==> src/rtl/id_ex_stage_pkg.sv <==
// Shared core types for the ID/EX boundary: opcodes, writeback selector, the
// ID/EX register bundle, its bubble value and the register-usage decode.
package id_ex_stage_pkg;

    typedef enum logic [1:0] {
        NO_WRITEBACK = 2'd0,
        WB_ALU       = 2'd1,
        WB_MEM       = 2'd2,
        WB_PC4       = 2'd3
    } write_back_mux_selector;

    localparam logic [6:0] OPCODE_OP     = 7'b0110011;
    localparam logic [6:0] OPCODE_OPIMM  = 7'b0010011;
    localparam logic [6:0] OPCODE_LOAD   = 7'b0000011;
    localparam logic [6:0] OPCODE_STORE  = 7'b0100011;
    localparam logic [6:0] OPCODE_BRANCH = 7'b1100011;
    localparam logic [6:0] OPCODE_JALR   = 7'b1100111;
    localparam logic [6:0] OPCODE_JAL    = 7'b1101111;
    localparam logic [6:0] OPCODE_LUI    = 7'b0110111;
    localparam logic [6:0] OPCODE_AUIPC  = 7'b0010111;

    typedef struct packed {
        logic                   valid;
        logic [6:0]             opcode;
        logic [4:0]             rs1;
        logic [4:0]             rs2;
        logic [4:0]             rd;
        logic [31:0]            rs1_data;
        logic [31:0]            rs2_data;
        logic [31:0]            imm;
        logic [31:0]            pc;
        write_back_mux_selector wb_mux;
        logic [7:0]             ctrl;
    } id_ex_bundle_t;

    // Opcode 0 matches no register-using opcode, so a bubble never forwards.
    localparam id_ex_bundle_t ID_EX_BUBBLE = '{
        valid:    1'b0,
        opcode:   7'b0,
        rs1:      5'd0,
        rs2:      5'd0,
        rd:       5'd0,
        rs1_data: 32'd0,
        rs2_data: 32'd0,
        imm:      32'd0,
        pc:       32'd0,
        wb_mux:   NO_WRITEBACK,
        ctrl:     8'd0
    };

    function automatic logic uses_rs1(input logic [6:0] opcode);
        case (opcode)
            OPCODE_OP, OPCODE_OPIMM, OPCODE_LOAD,
            OPCODE_STORE, OPCODE_BRANCH, OPCODE_JALR: uses_rs1 = 1'b1;
            default:                                  uses_rs1 = 1'b0;
        endcase
    endfunction

    function automatic logic uses_rs2(input logic [6:0] opcode);
        case (opcode)
            OPCODE_OP, OPCODE_STORE, OPCODE_BRANCH: uses_rs2 = 1'b1;
            default:                                uses_rs2 = 1'b0;
        endcase
    endfunction

endpackage

==> src/rtl/id_ex_stage_load_use_detect.sv <==
// Combinational load-use hazard check: a valid load in EX whose destination
// is read by the valid instruction in ID.
import id_ex_stage_pkg::*;

module load_use_detect (
    input  logic       i_id_valid,
    input  logic [6:0] i_id_opcode,
    input  logic [4:0] i_id_rs1,
    input  logic [4:0] i_id_rs2,
    input  logic       i_ex_valid,
    input  logic [6:0] i_ex_opcode,
    input  logic [4:0] i_ex_rd,
    output logic       o_lu
);

    logic w_ex_is_load;
    logic w_rs1_hit;
    logic w_rs2_hit;

    assign w_ex_is_load = i_ex_valid && (i_ex_opcode == OPCODE_LOAD) && (i_ex_rd != 5'd0);
    assign w_rs1_hit    = uses_rs1(i_id_opcode) && (i_id_rs1 == i_ex_rd);
    assign w_rs2_hit    = uses_rs2(i_id_opcode) && (i_id_rs2 == i_ex_rd);
    assign o_lu         = i_id_valid && w_ex_is_load && (w_rs1_hit || w_rs2_hit);

endmodule

==> src/rtl/id_ex_stage.sv <==
// ID/EX pipeline register with load-use bubble insertion, redirect flush and
// saturating hazard event counters.
import id_ex_stage_pkg::*;

module id_ex_stage #(
    parameter int CNT_W = 16
) (
    input  logic                   clk,
    input  logic                   reset,
    input  logic                   mem_stall_ip,
    input  logic                   ex_redirect_ip,
    input  logic                   id_valid_ip,
    input  logic [6:0]             id_instr_opcode_ip,
    input  logic [4:0]             id_rs1_ip,
    input  logic [4:0]             id_rs2_ip,
    input  logic [4:0]             id_rd_ip,
    input  logic [31:0]            id_rs1_data_ip,
    input  logic [31:0]            id_rs2_data_ip,
    input  logic [31:0]            id_imm_ip,
    input  logic [31:0]            id_pc_ip,
    input  write_back_mux_selector id_wb_mux_ip,
    input  logic [7:0]             id_ctrl_ip,
    output logic                   ex_valid_op,
    output logic [6:0]             ex_opcode_op,
    output logic [4:0]             ex_rs1_op,
    output logic [4:0]             ex_rs2_op,
    output logic [4:0]             ex_rd_op,
    output logic [31:0]            ex_rs1_data_op,
    output logic [31:0]            ex_rs2_data_op,
    output logic [31:0]            ex_imm_op,
    output logic [31:0]            ex_pc_op,
    output write_back_mux_selector ex_wb_mux_op,
    output logic [7:0]             ex_ctrl_op,
    output logic                   stall_op,
    output logic [CNT_W-1:0]       load_use_cnt_op,
    output logic [CNT_W-1:0]       redirect_cnt_op
);

    localparam logic [CNT_W-1:0] CNT_MAX = {CNT_W{1'b1}};

    id_ex_bundle_t    r_ex;
    id_ex_bundle_t    w_capture;
    logic             w_lu;
    logic [CNT_W-1:0] r_load_use_cnt;
    logic [CNT_W-1:0] r_redirect_cnt;

    load_use_detect u_load_use_detect (
        .i_id_valid  (id_valid_ip),
        .i_id_opcode (id_instr_opcode_ip),
        .i_id_rs1    (id_rs1_ip),
        .i_id_rs2    (id_rs2_ip),
        .i_ex_valid  (r_ex.valid),
        .i_ex_opcode (r_ex.opcode),
        .i_ex_rd     (r_ex.rd),
        .o_lu        (w_lu)
    );

    // An invalid ID slot is captured as-is but must never write back.
    always_comb begin
        w_capture          = ID_EX_BUBBLE;
        w_capture.valid    = id_valid_ip;
        w_capture.opcode   = id_instr_opcode_ip;
        w_capture.rs1      = id_rs1_ip;
        w_capture.rs2      = id_rs2_ip;
        w_capture.rd       = id_rd_ip;
        w_capture.rs1_data = id_rs1_data_ip;
        w_capture.rs2_data = id_rs2_data_ip;
        w_capture.imm      = id_imm_ip;
        w_capture.pc       = id_pc_ip;
        w_capture.wb_mux   = id_valid_ip ? id_wb_mux_ip : NO_WRITEBACK;
        w_capture.ctrl     = id_ctrl_ip;
    end

    always_ff @(posedge clk or negedge reset) begin
        if (!reset) begin
            r_ex           <= ID_EX_BUBBLE;
            r_load_use_cnt <= '0;
            r_redirect_cnt <= '0;
        end else if (!mem_stall_ip) begin
            if (ex_redirect_ip) begin
                r_ex <= ID_EX_BUBBLE;
                if (r_redirect_cnt != CNT_MAX) r_redirect_cnt <= r_redirect_cnt + 1'b1;
            end else if (w_lu) begin
                r_ex <= ID_EX_BUBBLE;
                if (r_load_use_cnt != CNT_MAX) r_load_use_cnt <= r_load_use_cnt + 1'b1;
            end else begin
                r_ex <= w_capture;
            end
        end
    end

    // A redirect squashes the ID instruction, so its hazard must not stall.
    assign stall_op = mem_stall_ip | (w_lu & ~ex_redirect_ip);

    assign ex_valid_op     = r_ex.valid;
    assign ex_opcode_op    = r_ex.opcode;
    assign ex_rs1_op       = r_ex.rs1;
    assign ex_rs2_op       = r_ex.rs2;
    assign ex_rd_op        = r_ex.rd;
    assign ex_rs1_data_op  = r_ex.rs1_data;
    assign ex_rs2_data_op  = r_ex.rs2_data;
    assign ex_imm_op       = r_ex.imm;
    assign ex_pc_op        = r_ex.pc;
    assign ex_wb_mux_op    = r_ex.wb_mux;
    assign ex_ctrl_op      = r_ex.ctrl;
    assign load_use_cnt_op = r_load_use_cnt;
    assign redirect_cnt_op = r_redirect_cnt;

endmodule

==> config.mk <==
export PLATFORM = sky130hd
export DESIGN_NAME = id_ex_stage
export DESIGN_NICKNAME = d
export VERILOG_FILES = /design/src/rtl/id_ex_stage_pkg.sv /design/src/rtl/id_ex_stage_load_use_detect.sv /design/src/rtl/id_ex_stage.sv
export SDC_FILE = /design/constraint.sdc
export NUM_CORES = 1
export LEC_CHECK = 0
export BUFFER_PORTS_ARGS = -buffer_cell sky130_fd_sc_hd__buf_2
export CORE_ASPECT_RATIO = 0.6
export CORE_MARGIN = 10
export CORE_UTILIZATION = 49
export DETAILED_ROUTE_END_ITERATION = 6
export GPL_TIMING_DRIVEN = 1
export PLACE_DENSITY = 0.82
export SKIP_CTS_REPAIR_TIMING = 1
export SYNTH_ARGS = -nofsm -noshare
export SYNTH_HDL_FRONTEND = slang
export SYNTH_SLANG_ARGS = --single-unit
==> constraint.sdc <==
create_clock -name clk -period 4.7 [get_ports clk]
set_clock_uncertainty 0.05 [all_clocks]
set_input_delay 0.47 -clock clk [delete_from_list [all_inputs] [get_ports clk]]
set_output_delay 0.47 -clock clk [all_outputs]
set_load 0.02 [all_outputs]
==> Word-level counts from Yosys, hierarchy flattened <==
Cells that the tools add are included.
{ "word_totals": {"elab_cells": 47, "out_inout_bits": 194, "input_bits": 165, "regBits": 193} }
{ "op_classes": {"n_bitwise": 4, "n_reduce_logical": 12, "muxes": 5, "eq_ne": 11, "n_addsub": 2} }
{ "op_table": {"columns": ["cell", "count"], "rows": [
  ["two-way mux 161 bit", 2],
  ["adder 16 x 1 -> 16 bit, second input constant", 2],
  ["inequality test 16 bit, second input constant", 2],
  ["== test 7 x 2 -> 1 bit, second input constant", 2],
  ["== test 7 x 6 -> 1 bit, second input constant", 2],
  ["== test 7 bit, second input constant", 2],
  ["== test 5 bit", 2],
  ["== test 7 x 5 -> 1 bit, second input constant", 1],
  ["logical AND 1 bit", 6],
  ["OR reduction 6 bit", 1],
  ["nonzero test 5 bit", 1],
  ["AND reduction 4 bit", 1],
  ["AND reduction 3 bit", 1],
  ["OR reduction 3 bit", 1],
  ["two-way mux 1 bit", 2],
  ["two-way mux 2 bit", 1],
  ["inverter 1 bit", 2],
  ["bitwise AND 1 bit", 1],
  ["logical OR 1 bit", 1],
  ["OR 1 bit", 1]
]} }

==> Longest topological paths before layout <==
Gate-level depths: netlist of run 1.
{ "depth": {"ltp_word": 8, "ltp_mapped": 7} }

==> Cells and area by module <==
A second synthesis of run 1 with hierarchy kept.
{ "hier_totals": {"cells_unflattened": 522, "area_unflattened_um2": 7349.5} }
{ "by_module_without_submodules": {"columns": ["module", "n_inst", "seq_area_each_um2", "cells_each", "area_per_inst_um2"], "rows": [
  ["id_ex_stage", 1, 4829.6, 497, 7161.9],
  ["load_use_detect", 1, 0.0, 25, 187.7]
]} }

==> Worst setup path after synthesis of run 1 <==
OpenSTA, ideal clock, no wires.
{ "synth_timing": {"path_kind": "reg2out", "from": "register r_ex (netlist bit ex_opcode_op[3])", "to": "output port stall_op", "stages_incl_launch_ff": 6, "path_buffers": 0, "arrival_ps": 1615, "slack_ps": 2565, "cell_sequence": "dfrtp_1 > nor4b_1 > nand4_1 > nor3_2 > nand2_1 > o21bai_1"} }
{ "synth_via": {"elab_chain_cells": 7} }
{ "synth_lines": {"columns": ["item", "line", "rtl"], "rows": [
  ["start: declaration", "id_ex_stage.sv:41", "id_ex_bundle_t r_ex;"],
  ["start signal: assignment", "id_ex_stage.sv:87", "r_ex <= w_capture;"],
  ["== test 7 x 2 -> 1 bit", "id_ex_stage_load_use_detect.sv:20", "assign w_ex_is_load = i_ex_valid && (i_ex_opcode == OPCODE_LOAD) && (i_ex_rd != 5'd0);"],
  ["logical AND 1 bit (2 in series)", "id_ex_stage_load_use_detect.sv:20", null],
  ["logical AND 1 bit (2 in series)", "id_ex_stage_load_use_detect.sv:23", "assign o_lu = i_id_valid && w_ex_is_load && (w_rs1_hit || w_rs2_hit);"],
  ["bitwise AND 1 bit", "id_ex_stage.sv:93", "assign stall_op = mem_stall_ip | (w_lu & ~ex_redirect_ip);"],
  ["OR 1 bit", "id_ex_stage.sv:93", null],
  ["end: declaration", "id_ex_stage.sv:34", "output logic stall_op,"]
]} }
No other way between the ends.

==> Final worst setup path of run 1 <==
{ "layout_timing": {"from": "register r_ex (netlist bit ex_rd_op[1])", "to": "output port stall_op"} }
{ "layout_via": {"elab_chain_cells": 6, "elab_cells_between_ends": 11, "cone_classes": "eq/ne: 2; bitwise: 2; reduce/logical: 7"} }
{ "layout_lines": {"columns": ["item", "line", "rtl"], "rows": [
  ["== test 5 bit (tied with other cells)", "id_ex_stage_load_use_detect.sv:21", "assign w_rs1_hit = uses_rs1(i_id_opcode) && (i_id_rs1 == i_ex_rd);"],
  ["logical AND 1 bit, on equally long branches", "id_ex_stage_load_use_detect.sv:21, id_ex_stage_load_use_detect.sv:20, id_ex_stage_load_use_detect.sv:22", null],
  ["logical OR 1 bit or logical AND 1 bit (tied branches)", "id_ex_stage_load_use_detect.sv:23", null],
  ["logical AND 1 bit *", "id_ex_stage_load_use_detect.sv:23", null],
  ["bitwise AND 1 bit *", "id_ex_stage.sv:93", null],
  ["OR 1 bit *", "id_ex_stage.sv:93", null]
]} }
Mark *: on every way between the ends. The rest lies on a longest branch, timed or not.

==> flow_summary.ini, run 1 <==
[outcome]
outcome = finished clean

[timing]
slew_headroom_pct = 35.9
min_period_ns = 2.78
fin_crit_sh_pct = 59.1
maxSlewViolCount = 0
worst_pin_slew_ns = 0.962
rsz0062_at_grt = no
setup_viol = 0
hold_violations = 0
max_freq_ghz = 0.360
setup_tns_ns = 0

[die]
dieArea_um2 = 20300
die_h_um = 114
die_w_um = 177
coreArea_um2 = 14500
num_rows = 34
ios = 359
start_util_pct = 50.1

[drt]
via_per_inst = 5.38
drt-wirelength-per-cell_um = 21.3
drt_iter0_markers = 520
drcViolationCount = 0
wl_mm = 23.0
via_count = 5816
first_pass_iters = 5
antenna_left = 0

[placement]
dp_hpwl_mm = 17.2
gp_congestion = 0.827
dp.cells = 1050
port_buffers = 358

[worst_setup_path]
crit_required_ns = 4.18
start_kind = flop
critPathBufInv = 1
cp.arrival_ns = 2.26
end_kind = output port
cp_slowest_cell = o22ai_1
critPathKind = reg2out
worst-path-max-fanout = 5
r2r_cells = 6
crit_path_cell_trace = xnor2_1 > nand4b_1 > o22ai_1 > nand2_1 > o21bai_1 > buf_2
slowest_delay_ns = 0.60
cp.depth = 6
critPathTopFamily = compound AO/OA/AOI/OAI gates

[logic_synthesis]
ys_seq_area_share_pct = 66.4
synthAdderAreaFrac_pct = 0.344
synth_cells = 527
synthMuxAreaShare_pct = 0.310
avgSynthCellArea_um2 = 13.8
synth_edf_count = 0
synth_xor_area_share_pct = 4.33
synth_compound_area_share_pct = 20.5
synth-simple-area-share_pct = 5.56
synth_nets = 694
synth-seq-cells = 193
ys.flop_type = dfrtp_1
async_flop_share_pct = 100
synth_area_um2 = 7270
synth_cell_type_count = 38
synth_top_family_by_area = compound AO/OA/AOI/OAI gates
synth_warnings = 0

[finish]
n_antenna_cell = 0
drive_above_1_share_pct = 45.0
stdcell_count = 1082
areaGrowthSynthToFinish_pct = 35.1
final_cell_mix = 356 x buf_2, 193 x dfrtp_1, 158 x a22o_1, 25 x xnor2_1
multiInputGateArea_um2 = 2270
fillerInstances = 1079
final_net_count = 1038
seq_area_um2 = 4830
final_common_cell = buf_2

[grt]
grtUsageTotal_pct = 21.6
antenna_found_initial = 0
overflow = 0
grt_pass1_vias = 5938
grt_max_degree = 161
grt_pass1_wl_mm = 34.5

[clock_network]
clock_latency_ns = 0.41
numCtsBuffers = 17
clk_pin_slew_ns = 0.08
clock_path_buffers = 2
cts_num_sinks = 193
root_buffer = clkbuf_16
cts_tree = yes
h-tree-depth = 4

[pwr]
power_per_cell_area_nw_per_um2 = 409
internal-power_mw = 2.83
seqPwrFrac_pct = 47.2
power_frac_clock_pct = 36.5
p_leak_nw = 5.35
p_sw_share_pct = 29.6
total_power_mw = 4.02
comb_power_share_pct = 16.3
vdd_drop_max_mv = 0.284
power_switching_mw = 1.19

[min_path]
holdCritPathClass = in2async

[flow_run]
drv_cap = 0
-- area by class of cell --
type	instances	area share, %
sequential	193	49.2
clock buffer	18	4.47
inverter	6	0.229
tap	198	2.52
multi-input combinational	291	23.1
timing repair buffer	362	18.8
clock inverter	14	1.76
-- logic make-up after synthesis --
logic type	after synthesis
buffers and inverters	43
and+or+nand+nor	78
AOI/OAI and AO/OA	173
xor gates and xnor gates	36
adders and majority gates	2
DFF	193
muxes	2
-- path summary, 6_finish.rpt --
check	from	to	slack [ns]
max	ex_rd_op[1]$_DFFE_PN0N_	stall_op	1.92
min	reset	ex_rs2_data_op[9]$_DFFE_PN0N_	0.12
max reg2reg	ex_rd_op[0]$_DFFE_PN0N_	ex_imm_op[6]$_DFFE_PN0N_	2.20
min reg2reg	redirect_cnt_op[9]$_DFFE_PN0P_	redirect_cnt_op[9]$_DFFE_PN0P_	0.44
max in group asynchronous	reset	ex_rs1_data_op[30]$_DFFE_PN0N_	3.41
min in group clk	id_rs2_data_ip[17]	ex_rs2_data_op[17]$_DFFE_PN0N_	0.22
-- per-layer routing --
metal / up-vias / GRT usage (%) / wire [µm]
li1: 2670 / - / -
met1: 2865 / 26.0 / 9030
met2: 269 / 36.8 / 11600
met3: 12 / 8.07 / 2200
met4: 0 / 4.15 / 204
met5: - / 0 / 0
-- state kept, by name, summed over array words and instances, names as in the netlist, 7 cells and up --
register / flops
ex_imm_op: 32
ex_pc_op: 32
ex_rs1_data_op: 32
ex_rs2_data_op: 32
load_use_cnt_op: 16
redirect_cnt_op: 16
ex_ctrl_op: 8
ex_opcode_op: 7
-- synthesized netlist by cell type (all sizes together), types with 2 or more instances --
| cell | number | share of area (%) |
|---|---|---|
| a21oi | 3 | 0.21 |
| a22o | 158 | 19 |
| a31oi | 3 | 0.26 |
| a32o | 2 | 0.28 |
| and3 | 2 | 0.17 |
| buf | 17 | 1.2 |
| clkbuf | 20 | 1.0 |
| dfrtp | 193 | 66 |
| ha | 2 | 0.34 |
| inv | 6 | 0.31 |
| mux2 | 2 | 0.31 |
| nand2 | 16 | 0.83 |
| nand3 | 9 | 0.62 |
| nand4 | 11 | 0.95 |
| nand4b | 2 | 0.24 |
| nor2 | 17 | 0.88 |
| nor3 | 8 | 0.62 |
| nor4 | 4 | 0.34 |
| xnor2 | 25 | 3.0 |
| xor2 | 11 | 1.3 |
-- power groups by stage --
stage / combinational, mW / clock, mW / sequential [mW]
final: 0.656 / 1.46 / 1.90
after global routing: 0.706 / 1.56 / 1.91
after CTS: 0.667 / 1.50 / 1.89
after detailed placement: 0.667 / 0 / 1.92
after global placement: 0.655 / 0 / 1.92
after floorplan: 0.190 / 0 / 2.08
-- per-stage QoR --
stage	hold slack (ns)	util (%)	instance area (µm²)	setup slack (ns)
after detailed placement	0.439	63.5	9210	2.15
after floorplan	0.124	-	7270	2.56
after global routing	0.188	67.7	9820	1.83
final	0.123	67.7	9820	1.92
after global placement	0.419	63.5	9210	2.19
after CTS	0.163	67.7	9820	1.94
-- worst reg2reg max path: stages, from the launching register on --
cell and delay, ns:
dfrtp_1 0.46, or4_1 0.54, nor2_1 0.14, nor3_2 0.10, a211oi_4 0.24, buf_12 0.54
a22o_1 0.37
(Power assumes the default switching activity.)
==> inputs of run 2 (changes only) <==
- CORE_UTILIZATION: 49 -> 46
- PLACE_DENSITY: 0.82 -> 0.77
- clock period: 4.7 -> 2.58 ns (I/O delays scaled with it)
==> run 2 against run 1 <==
  * The run now ends with hold timing left
  * Setup slack worse by 1.8 ns
  * Register-to-register slack worse by 2.1 ns
  * Sequential share of layout area is 3.8 points lower
  * First-iteration DRC count is 13% lower
  * Critical endpoint is now ex_wb_mux_op[0]$_DFFE_PN0N_
==> flow_summary.ini, run 2 (synthesis gave the netlist of run 1 again) <==
[outcome]
outcome = complete, but fails checks
violations = hold timing

[die]
num_rows = 35
ios = 359
coreArea_um2 = 15400
die_h_um = 117
die_w_um = 182
start_util_pct = 47.2
dieArea_um2 = 21400

[clock_network]
cts_num_sinks = 193
numCtsBuffers = 17
clk_pin_slew_ns = 0.08
clock_latency_ns = 0.42
clock_path_buffers = 2
root_buffer = clkbuf_16
cts_tree = yes
h-tree-depth = 4

[placement]
port_buffers = 358
gp_congestion = 0.869
place_ws_ns = 0.300
dp_hpwl_mm = 17.8

[worst_setup_path]
worst-path-max-fanout = 85
start_kind = flop
cp_slowest_cell = or4_1
critPathKind = reg2reg
cp.arrival_ns = 2.74
crit_path_cell_trace = or4_1 > nor2_1 > nor3_4 > buf_4 > a211oi_4 > buf_12 > a32o_1
slowest_delay_ns = 0.53
startpoint = ex_rd_op[0]$_DFFE_PN0N_
end_kind = flop
crit_required_ns = 2.88
r2r-start = ex_rd_op[0]$_DFFE_PN0N_

[timing]
max_freq_ghz = 0.410
worst_pin_slew_ns = 0.906
setup_tns_ns = 0
setup_viol = 0
fin_crit_sh_pct = 94.6
maxSlewViolCount = 0
rsz0062_at_grt = no
min_period_ns = 2.44
hold_violations = 5
whs_ns = -0.00729
layout_setup_ws_ns = 0.140
slew_headroom_pct = 39.6

[drt]
wl_mm = 24.9
top_layer_used = met4
wl_met2_mm = 12.7
first_pass_iters = 5
drcViolationCount = 0
drt_iter0_markers = 454
via_count = 6134
drt-wirelength-per-cell_um = 21.4
via_per_inst = 5.27
m1WireLength_mm = 9.95
dr_wl_met3_mm = 1.98
antenna_left = 0

[min_path]
min_from = id_imm_ip[22]
holdCritPathClass = in2reg

[grt]
grt_max_degree = 86
grt_pass1_vias = 6241
grt_pass1_wl_mm = 36.7
overflow = 0
antenna_found_initial = 2
grtUsageTotal_pct = 21.5

[flow_run]
drv_cap = 0

[pwr]
p_leak_nw = 5.70
total_power_mw = 7.47
vdd_drop_max_mv = 0.572
power_per_cell_area_nw_per_um2 = 702

[finish]
fin_util_pct = 69.0
final_cell_mix = 356 x buf_2, 193 x dfrtp_1, 158 x a22o_1, 67 x dlygate4sd3_1, 25 x xnor2_1
final_common_cell = buf_2
areaGrowthSynthToFinish_pct = 46.3
final_net_count = 1114
drive_above_1_share_pct = 42.3
==> run 2: cell types whose count changed in the layout (fill, tap and decap cells not counted), moves of 2 or more <==
cell           delta
buf_4             +5
inv_6             -2
dlygate4sd3_1    +67
diode_2           +2
buf_12            +4
clkinv_8          +2
==> run 2: per-stage QoR <==
step                      area, µm²  std cells  hold slack, ns
after CTS                      9940       1094          -0.199
after detailed placement       9320       1062           0.261
after global routing          10600       1165        -0.00680
after global placement         9320       1062           0.261
after floorplan                7270        527         -0.0876
final                         10600       1165        -0.00729
==> run 2: area by class of cell <==
type | instances | area, µm²
timing repair buffer | 438 | 2630
antenna | 2 | 5.00
inverter | 6 | 22.5
clock buffer | 18 | 429
tap | 203 | 254
sequential | 193 | 4830
fill | 1158 | 4770
clock inverter | 14 | 194
multi-input combinational | 291 | 2270
==> run 2: final timing paths <==
kind	end	cells past startpoint	slack [ns]
worst max register to register	ex_wb_mux_op[0]$_DFFE_PN0N_	7	0.14
worst min register to register	ex_wb_mux_op[1]$_DFFE_PN0N_	1	0.44
worst min-delay path	ex_imm_op[22]$_DFFE_PN0N_	2	-0.007
worst max-delay path	ex_wb_mux_op[0]$_DFFE_PN0N_	7	0.14
max in group asynchronous	load_use_cnt_op[10]$_DFFE_PN0P_	3	1.42
min in group asynchronous	ex_pc_op[5]$_DFFE_PN0N_	2	0.36
==> run 2: critical path: cells and delay by family (launching register included) <==
kind                   cells  cell delay [ns]
DFF                        1             0.44
and+or+nand+nor            3             0.78
AOI/OAI and AO/OA          2             0.54
buffers and inverters      2             0.51
==> run 2: report_power, final <==
part,switching (mW),internal (mW),leakage [nW]
clock,1.30,1.41,0.301
sequential,0.192,3.26,2.51
combinational,0.754,0.546,2.89
==> run 2: layer usage <==
metal,track usage [%],vias to the layer above
met5,0,-
met1,26.8,3053
met4,4.86,0
met3,7.86,24
met2,34.8,235
li1,-,2822
